[src/rtl/lector_destinos_pkg.sv]
// lector_destinos_pkg: FSM encoding and word-field positions shared by the
// destination reader and the demux/classifier blocks.
package lector_destinos_pkg;
    localparam logic [1:0] S_WAIT = 2'd0;
    localparam logic [1:0] S_RUN  = 2'd1;
    localparam logic [1:0] S_HALT = 2'd2;
    localparam int BW_DEF   = 6;
    localparam int DEST_BIT = BW_DEF - 2;
    localparam int VC_BIT   = BW_DEF - 1;
    function automatic int dest_bit(input int bw);
        return bw - 2;
    endfunction
    function automatic int vc_bit(input int bw);
        return bw - 1;
    endfunction
endpackage

[src/rtl/lector_destinos_if.sv]
// lector_destinos_if: read side of the D0/D1 destination FIFOs.
// master = the reader (issues pops), slave = the FIFO pair.
interface lector_destinos_if #(parameter int BW = 6) ();
    logic          D0_empty, D1_empty;
    logic          D0_error_output, D1_error_output;
    logic [BW-1:0] D0_data_out, D1_data_out;
    logic          D0_rd, D1_rd;
    modport master (
        input  D0_empty, D1_empty, D0_error_output, D1_error_output, D0_data_out, D1_data_out,
        output D0_rd, D1_rd
    );
    modport slave (
        output D0_empty, D1_empty, D0_error_output, D1_error_output, D0_data_out, D1_data_out,
        input  D0_rd, D1_rd
    );
endinterface

[src/rtl/lector_destinos_rr_arbiter2.sv]
// rr_arbiter2: two-requester round-robin; the last winner loses the next tie.
// last_grant resets to 1 so requester 0 wins the first tie.
module rr_arbiter2 (
    input  logic       clk,
    input  logic       reset_L,
    input  logic [1:0] req,
    output logic [1:0] grant
);
    logic last_grant;
    assign grant[0] = req[0] & (~req[1] | last_grant);
    assign grant[1] = req[1] & (~req[0] | ~last_grant);
    always_ff @(posedge clk or negedge reset_L) begin
        if (!reset_L) last_grant <= 1'b1;
        else if (|grant) last_grant <= grant[1];
    end
endmodule

[src/rtl/lector_destinos.sv]
// lector_destinos: round-robin drain of the D0/D1 destination FIFOs onto one
// output port, with per-FIFO saturating counters and a sticky misroute check.
module lector_destinos
    import lector_destinos_pkg::*;
#(
    parameter int BW = 6,
    parameter int CW = 8
) (
    input  logic                 clk,
    input  logic                 reset_L,
    input  logic                 enable,
    input  logic                 stall,
    lector_destinos_if.master    fifo,
    output logic [BW-1:0]        data_out,
    output logic                 data_valid,
    output logic                 data_src,
    output logic [CW-1:0]        count0,
    output logic [CW-1:0]        count1,
    output logic                 misroute,
    output logic                 halted
);
    localparam int DB = dest_bit(BW);
    logic [1:0]    state, state_nx, grant;
    logic [BW-1:0] hold;
    logic          err, eligible;
    assign err      = fifo.D0_error_output | fifo.D1_error_output;
    assign eligible = (state == S_RUN) & enable & ~stall & ~err;
    assign halted   = (state == S_HALT);
    rr_arbiter2 u_arb (
        .clk     (clk),
        .reset_L (reset_L),
        .req     ({eligible & ~fifo.D1_empty, eligible & ~fifo.D0_empty}),
        .grant   (grant)
    );
    assign fifo.D0_rd = grant[0];
    assign fifo.D1_rd = grant[1];
    // FIFO read data is already registered in the FIFO, so the word is steered
    // straight through in the cycle after the pop and held afterwards.
    assign data_out = data_valid ? (data_src ? fifo.D1_data_out : fifo.D0_data_out) : hold;
    always_comb begin
        state_nx = (state == S_WAIT) ? (enable ? S_RUN : S_WAIT) :
                   (state == S_RUN)  ? (err ? S_HALT : enable ? S_RUN : S_WAIT) :
                                       (enable ? S_HALT : S_WAIT);
    end
    always_ff @(posedge clk or negedge reset_L) begin
        if (!reset_L) begin
            state      <= S_WAIT;
            data_valid <= 1'b0;
            data_src   <= 1'b0;
            hold       <= '0;
            count0     <= '0;
            count1     <= '0;
            misroute   <= 1'b0;
        end else begin
            state      <= state_nx;
            data_valid <= |grant;
            data_src   <= grant[1];
            hold       <= data_out;
            if (data_valid & ~data_src & (count0 != '1)) count0 <= count0 + 1'b1;
            if (data_valid & data_src & (count1 != '1)) count1 <= count1 + 1'b1;
            if (data_valid & (data_out[DB] != data_src)) misroute <= 1'b1;
        end
    end
endmodule

[src/flat_wrapper.sv]
// flat-port wrapper written by rule: the top's interface ports become plain ports
module lector_destinos_flat import lector_destinos_pkg::*;
#(
    parameter int BW = 6,
    parameter int CW = 8
)
  (clk, reset_L, enable, stall, data_out, data_valid, data_src, count0, count1, misroute, halted, fifo_D0_empty, fifo_D1_empty, fifo_D0_error_output, fifo_D1_error_output, fifo_D0_data_out, fifo_D1_data_out, fifo_D0_rd, fifo_D1_rd);
  lector_destinos_if #(.BW(BW)) fifo_i ();
  input  logic clk;
  input  logic reset_L;
  input  logic enable;
  input  logic stall;
  output logic [BW-1:0] data_out;
  output logic data_valid;
  output logic data_src;
  output logic [CW-1:0] count0;
  output logic [CW-1:0] count1;
  output logic misroute;
  output logic halted;
  input wire logic [$bits(fifo_i.D0_empty)-1:0] fifo_D0_empty;
  input wire logic [$bits(fifo_i.D1_empty)-1:0] fifo_D1_empty;
  input wire logic [$bits(fifo_i.D0_error_output)-1:0] fifo_D0_error_output;
  input wire logic [$bits(fifo_i.D1_error_output)-1:0] fifo_D1_error_output;
  input wire logic [$bits(fifo_i.D0_data_out)-1:0] fifo_D0_data_out;
  input wire logic [$bits(fifo_i.D1_data_out)-1:0] fifo_D1_data_out;
  output wire logic [$bits(fifo_i.D0_rd)-1:0] fifo_D0_rd;
  output wire logic [$bits(fifo_i.D1_rd)-1:0] fifo_D1_rd;
  assign fifo_i.D0_empty = fifo_D0_empty;
  assign fifo_i.D1_empty = fifo_D1_empty;
  assign fifo_i.D0_error_output = fifo_D0_error_output;
  assign fifo_i.D1_error_output = fifo_D1_error_output;
  assign fifo_i.D0_data_out = fifo_D0_data_out;
  assign fifo_i.D1_data_out = fifo_D1_data_out;
  assign fifo_D0_rd = fifo_i.D0_rd;
  assign fifo_D1_rd = fifo_i.D1_rd;
  lector_destinos #(.BW(BW), .CW(CW)) u_core (.clk(clk), .reset_L(reset_L), .enable(enable), .stall(stall), .fifo(fifo_i), .data_out(data_out), .data_valid(data_valid), .data_src(data_src), .count0(count0), .count1(count1), .misroute(misroute), .halted(halted));
endmodule
[config.mk]
export PLATFORM = sky130hd
export DESIGN_NAME = lector_destinos_flat
export DESIGN_NICKNAME = d
export VERILOG_FILES = /design/src/rtl/lector_destinos_pkg.sv /design/src/rtl/lector_destinos_if.sv /design/src/rtl/lector_destinos_rr_arbiter2.sv /design/src/rtl/lector_destinos.sv /design/src/flat_wrapper.sv
export SDC_FILE = /design/constraint.sdc
export NUM_CORES = 1
export LEC_CHECK = 0
export BUFFER_PORTS_ARGS = -buffer_cell sky130_fd_sc_hd__clkbuf_2
export CAP_MARGIN = 20
export CORE_MARGIN = 4
export CORE_UTILIZATION = 45
export DETAILED_ROUTE_END_ITERATION = 8
export PLACE_DENSITY = 0.76
export SYNTH_ARGS = -nofsm -noshare
export SYNTH_HDL_FRONTEND = slang
export SYNTH_SLANG_ARGS = --single-unit
[constraint.sdc]
create_clock -name clk -period 2 [get_ports clk]
set_input_delay 0.4 -clock clk [delete_from_list [all_inputs] [get_ports clk]]
set_output_delay 0.4 -clock clk [all_outputs]
set_load 0.01 [all_outputs]
# Yosys cells after proc, flatten, opt, wreduce, memory -nomap -nowiden
# Index checks and enable logic that the tools add are counted.
word_totals:
  regBits: 28
  latch_bits: 0
  mem_bits_rw: 0
  romBits: 0
  out_inout_bits: 28
  elab_cells: 47
  n_memories: 0
classes:
  n_addsub: 2
  mul: 0
  div_mod_pow: 0
  magnitude_cmp: 0
  n_eq_ne: 5
  shift: 0
  n_mux: 7
  bitwise: 23
  n_reduce_logical: 2
ops:
  columns: ["operator", "count"]
  rows:
  - ["$add A8 B1 Y8 const B", 2]
  - ["$ne A8 B8 Y1 const B", 2]
  - ["$and A1 B1 Y1", 12]
  - ["$mux W6", 2]
  - ["$mux W2", 4]
  - ["$not A1 Y1", 8]
  - ["$or A1 B1 Y1", 3]
  - ["$eq A2 B1 Y1 const B", 1]
  - ["$eq A2 B2 Y1 const B", 1]
  - ["$logic_not A2 Y1", 1]
  - ["$reduce_or A2 Y1", 1]
  - ["$mux W1", 1]
  - ["$ne A1 B1 Y1", 1]

# Depth between registers and ports, before layout
depth:
  ltp_word: 9
  ltp_mapped: 5
  mapped_depth_nobuf: 5

# Cells and area by module
# From an unflattened synthesis, not the netlist that was laid out.
hier_totals:
  cells_unflattened: 124
  hier_area_um2: 1318.8
by_module_without_submodules:
  columns: ["module", "n_inst", "cells_each", "area_each_um2", "seq_area_each_um2"]
  rows:
  - ["lector_destinos", 1, 118, 1265.0, 675.6]
  - ["rr_arbiter2", 1, 6, 53.8, 26.3]

# Least setup slack after synthesis
# Ideal clock, no wire load.
synth_timing:
  path_type: "register to output"
  start: "register u_core.state[1]"
  end: "output fifo_D1_rd"
  t_arrival_ns: 1.169
  required_ns: 1.600
  setup_slack_ns: 0.431
  stages_incl_launch_ff: 4
  cell_sequence: "dfrtp_1 > nor4b_1 > nand3b_1 > nor3_1"
synth_via:
  elab_chain_len: 8
  elab_cells_between_ends: 9
  cone_classes: "eq/ne (1); bitwise (8)"
synth_lines:
  columns: ["item", "line_no", "text"]
  rows:
  - ["start: declaration", "lector_destinos.sv:23", "logic [1:0] state, state_nx, grant;"]
  - ["start signal: assignment", "lector_destinos.sv:55", "state <= state_nx;"]
  - ["$eq A2 B1 Y1 (*)", "lector_destinos.sv:27", "assign eligible = (state == S_RUN) & enable & ~stall & ~err;"]
  - ["$and A1 B1 Y1 (*) (3 in series)", "lector_destinos.sv:27", null]
  - ["$and A1 B1 Y1", "lector_destinos.sv:32", ".req ({eligible & ~fifo.D1_empty, eligible & ~fifo.D0_empty}),"]
  - ["$not A1 Y1", "lector_destinos_rr_arbiter2.sv:11", "assign grant[1] = req[1] & (~req[0] | ~last_grant);"]
  - ["$or A1 B1 Y1", "lector_destinos_rr_arbiter2.sv:11", null]
  - ["$and A1 B1 Y1 (*)", "lector_destinos_rr_arbiter2.sv:11", null]
  - ["end: declaration", "flat_wrapper.sv:27", "output wire logic [$bits(fifo_i.D1_rd)-1:0] fifo_D1_rd;"]
# Mark *: on every way between the ends. The rest lies on a longest branch, timed or not.

# Worst setup path in the final report
# Ends and elaborated chain as after synthesis.

==> results.tsv <==
stage	metric	value	unit
routing	ant_nets	0	
setup_path	worstPathArrival	1.57	ns
clock_network	cts_tree	yes	
final_layout	drive_gt1_frac	0.410	
synthesis	synth.top_cell.area_share	0.499	
sta	rsz0062_at_grt	true	
final_layout	layout.nets	201	
routing	vias	1111	
global_routing	grt_pass1_wl	5.02	mm
synthesis	synth_compound_area_frac	0.0989	
job	maxCapViolations	0	
floorplanning	rows	19	
synthesis	synth_largest_area_cell	dfrtp_1	
synthesis	ys.flop_type	dfrtp_1	
placed_design	place.gp.congestion	0.846	
setup_path	crit_type	reg2out	
synthesis	synth_cell_type_count	36	
placed_design	place_inst	201	
synthesis	synth_commonest_cells	dfrtp_1, nor2_1, a21oi_1	
final_layout	n_fill_cell	252	
routing	drt-initial-drc-count	38	
final_layout	instances_no_fill	209	
sta	hold_viol_final	0	
setup_path	cp_slowest_cell	dfrtp_1	
synthesis	yosysWarnings	0	
routing	vias_per_cell	5.32	
synthesis	avgSynthCellArea	10.9	µm²
placed_design	pre_cts_ws	0.167	ns
synthesis	synth_nets	146	
setup_path	crit_buf_inv	1	
final_layout	syn_to_final_growth	26.2	%
setup_path	path_delay_family	simple AND/OR/NAND/NOR gates	
setup_path	cp.required	1.60	ns
floorplanning	dieArea	3950	µm²
sta	max_freq	0.507	GHz
clock_network	clk_path_buf_depth	2	
global_routing	grt_max_degree	29	
setup_path	path_max_fanout	4	
sta	setup_tns	0	ns
synthesis	synthSimpleGateAreaFrac	0.214	
clock_network	numCtsBuffers	3	
clock_network	clkSinkCount	28	
setup_path	worstSetupEndpointType	primary output	
clock_network	worstSkewPairLatency	0.33	ns
routing	drtPass1Iterations	4	
status	status	finished, final reports clean	
floorplanning	die_h	62.9	µm
global_routing	gr-total-overflow	0	
sta	worst_pin_slew	0.687	ns
clock_network	clk_pin_slew	0.15	ns
sta	fin_crit_sh	0.987	
sta	period_minus_slack	1.97	ns
synthesis	synth_seq_cells	28	
setup_path	worstPathCellList	nor4b_2 > nand3b_1 > nor3_2 > buf_2	
floorplanning	coreArea	2810	µm²
routing	remaining_drc_errors	0	
global_routing	grt_pass1_vias	1158	
synthesis	synthArstFlopShare	1.00	
global_routing	grt.total_usage	0.158	
clock_network	cts.hold.buffers_added	0	
synthesis	synthMostInstantiatedCell	dfrtp_1	
sta	finalClockSkew	0.00424	ns
clock_network	cts_max_level	1	
global_routing	antenna_found_initial	0	
setup_path	cpPeakStageDelay	0.42	ns
synthesis	synth_area	1350	µm²
pwr	p_per_area	713	nW/µm²
floorplanning	start_util	0.483	
sta	whs	0.0814	ns
placed_design	numPortBuffers	47	
floorplanning	die_w	62.9	µm
sta	final_max_slew_viol_count	0	
placed_design	dp_hpwl	2.13	mm
routing	wirelength	2.78	mm
sta	relSlewSlack	0.542	
pwr	peakVddDrop	394	µV
min_path	hp-class	in2async	
final_layout	n_antenna_cell	0	
synthesis	synth_mux_area_frac	0.0804	
synthesis	synth_edf_count	0	
synthesis	synthCells	124	
synthesis	yosysSeqAreaShare	0.518	
synthesis	synth.area.top_cells	dfrtp_1, mux2i_1, nor2_1	
sta	worst_slack	0.0262	ns
synthesis	synthXorXnorAreaFrac	0.0388	
pwr	power.leakage	0.858	nW
setup_path	start_kind	register	
floorplanning	ios	48	
sta	setup_viol	0	
routing	drt-wirelength-per-cell	13.3	µm
clock_network	root_buffer	clkbuf_4	
synthesis	synth_top_family_by_area	simple AND/OR/NAND/NOR gates	
synthesis	synth_adder_area_share	0.0185	
==> stage by stage <==
stage / util / power (mW) / instance area [µm²]
after floorplan: - / 0.819 / 1350
after global placement: 0.580 / 0.924 / 1630
after detailed placement: 0.580 / 0.936 / 1630
after CTS: 0.605 / 1.23 / 1700
after global routing: 0.609 / 1.30 / 1710
final: 0.609 / 1.22 / 1710
==> path summary, 6_finish.rpt <==
path	from	endpoint	slack, ns	depth (start not counted)
max in group asynchronous	reset_L	u_core.count1[1]	1.48	1
worst min register to register	u_core.misroute	u_core.misroute	0.49	1
worst min-delay path	reset_L	u_core.count1[6]	0.08	1
worst max-delay path	u_core.state[1]	fifo_D1_rd	0.03	4
worst max register to register	u_core.count1[3]	u_core.count1[1]	0.43	4
min in group clk	fifo_D1_empty	u_core.u_arb.last_grant	0.26	2
==> area by class of cell <==
class                      count  area (µm²)  area share
timing repair buffer          53         280       0.164
inverter                       3        25.0      0.0146
clock buffer                   4        36.3      0.0212
tap                           31        38.8      0.0227
sequential                    28         702       0.411
multi-input combinational     90         627       0.367
==> power by group <==
part / switching [mW] / total (mW) / internal (mW)
registers: 0.0462 / 0.689 / 0.643
clock network: 0.166 / 0.277 / 0.112
logic: 0.132 / 0.252 / 0.120
==> per-layer routing <==
metal  GRT usage  routed length [µm]
met3      0.0324                 125
met5           0                   0
met1       0.166                1180
met2       0.300                1430
met4      0.0661                  48
==> registers in the layout (all words and copies together) (netlist names) <==
signal / flops
u_core.data_valid: 1
u_core.hold: 6
u_core.state: 2
u_core.u_arb.last_grant: 1
u_core.count1: 8
u_core.misroute: 1
u_core.count0: 8
u_core.data_src: 1
==> cells by family after synthesis <==
group | Yosys count
multiplexers | 10
buffers and inverters | 6
flip-flops | 28
AND/OR/NAND/NOR | 48
AO/OA/AOI/OAI | 24
XOR/XNOR | 6
adder cells (fa/ha/maj) | 2
==> placed cells by master, fill, tap and decap left out, drive strengths merged <==
| master | n |
|---|---|
| nor3b | 2 |
| xor2 | 3 |
| o21a | 1 |
| nor2b | 2 |
| nor3 | 4 |
| or3 | 1 |
| inv | 2 |
| o31ai | 3 |
| a31oi | 3 |
| nand2 | 9 |
| dfrtp | 27 |
| nand3 | 5 |
| dfstp | 1 |
| a21oi | 10 |
| nor2 | 14 |
| ha | 2 |
| buf | 7 |
| clkbuf | 50 |
| and3b | 1 |
| or2 | 1 |
| and3 | 3 |
| nand4 | 3 |
| mux2 | 4 |
| xnor2 | 3 |
| nor4b | 1 |
| nand3b | 1 |
| o21ai | 7 |
| mux2i | 6 |
| and2b | 1 |
| bufinv | 1 |
==> what timing repair did <==
action | CTS | global route
endpoints found under the setup margin | 2 | 2
hold endpoints to repair | 0 | 0
setup buffers | 3 | 1
gates resized for setup | 2 | 2
pin swaps | 1 | 4
==> worst reg2reg max path: stages (launching register included) <==
cell     delay, ns
dfrtp_1       0.49
nand4_2       0.16
or3_4         0.41
nand3_2       0.11
mux2_4        0.30
No activity file was read; power rests on OpenSTA's default activity.
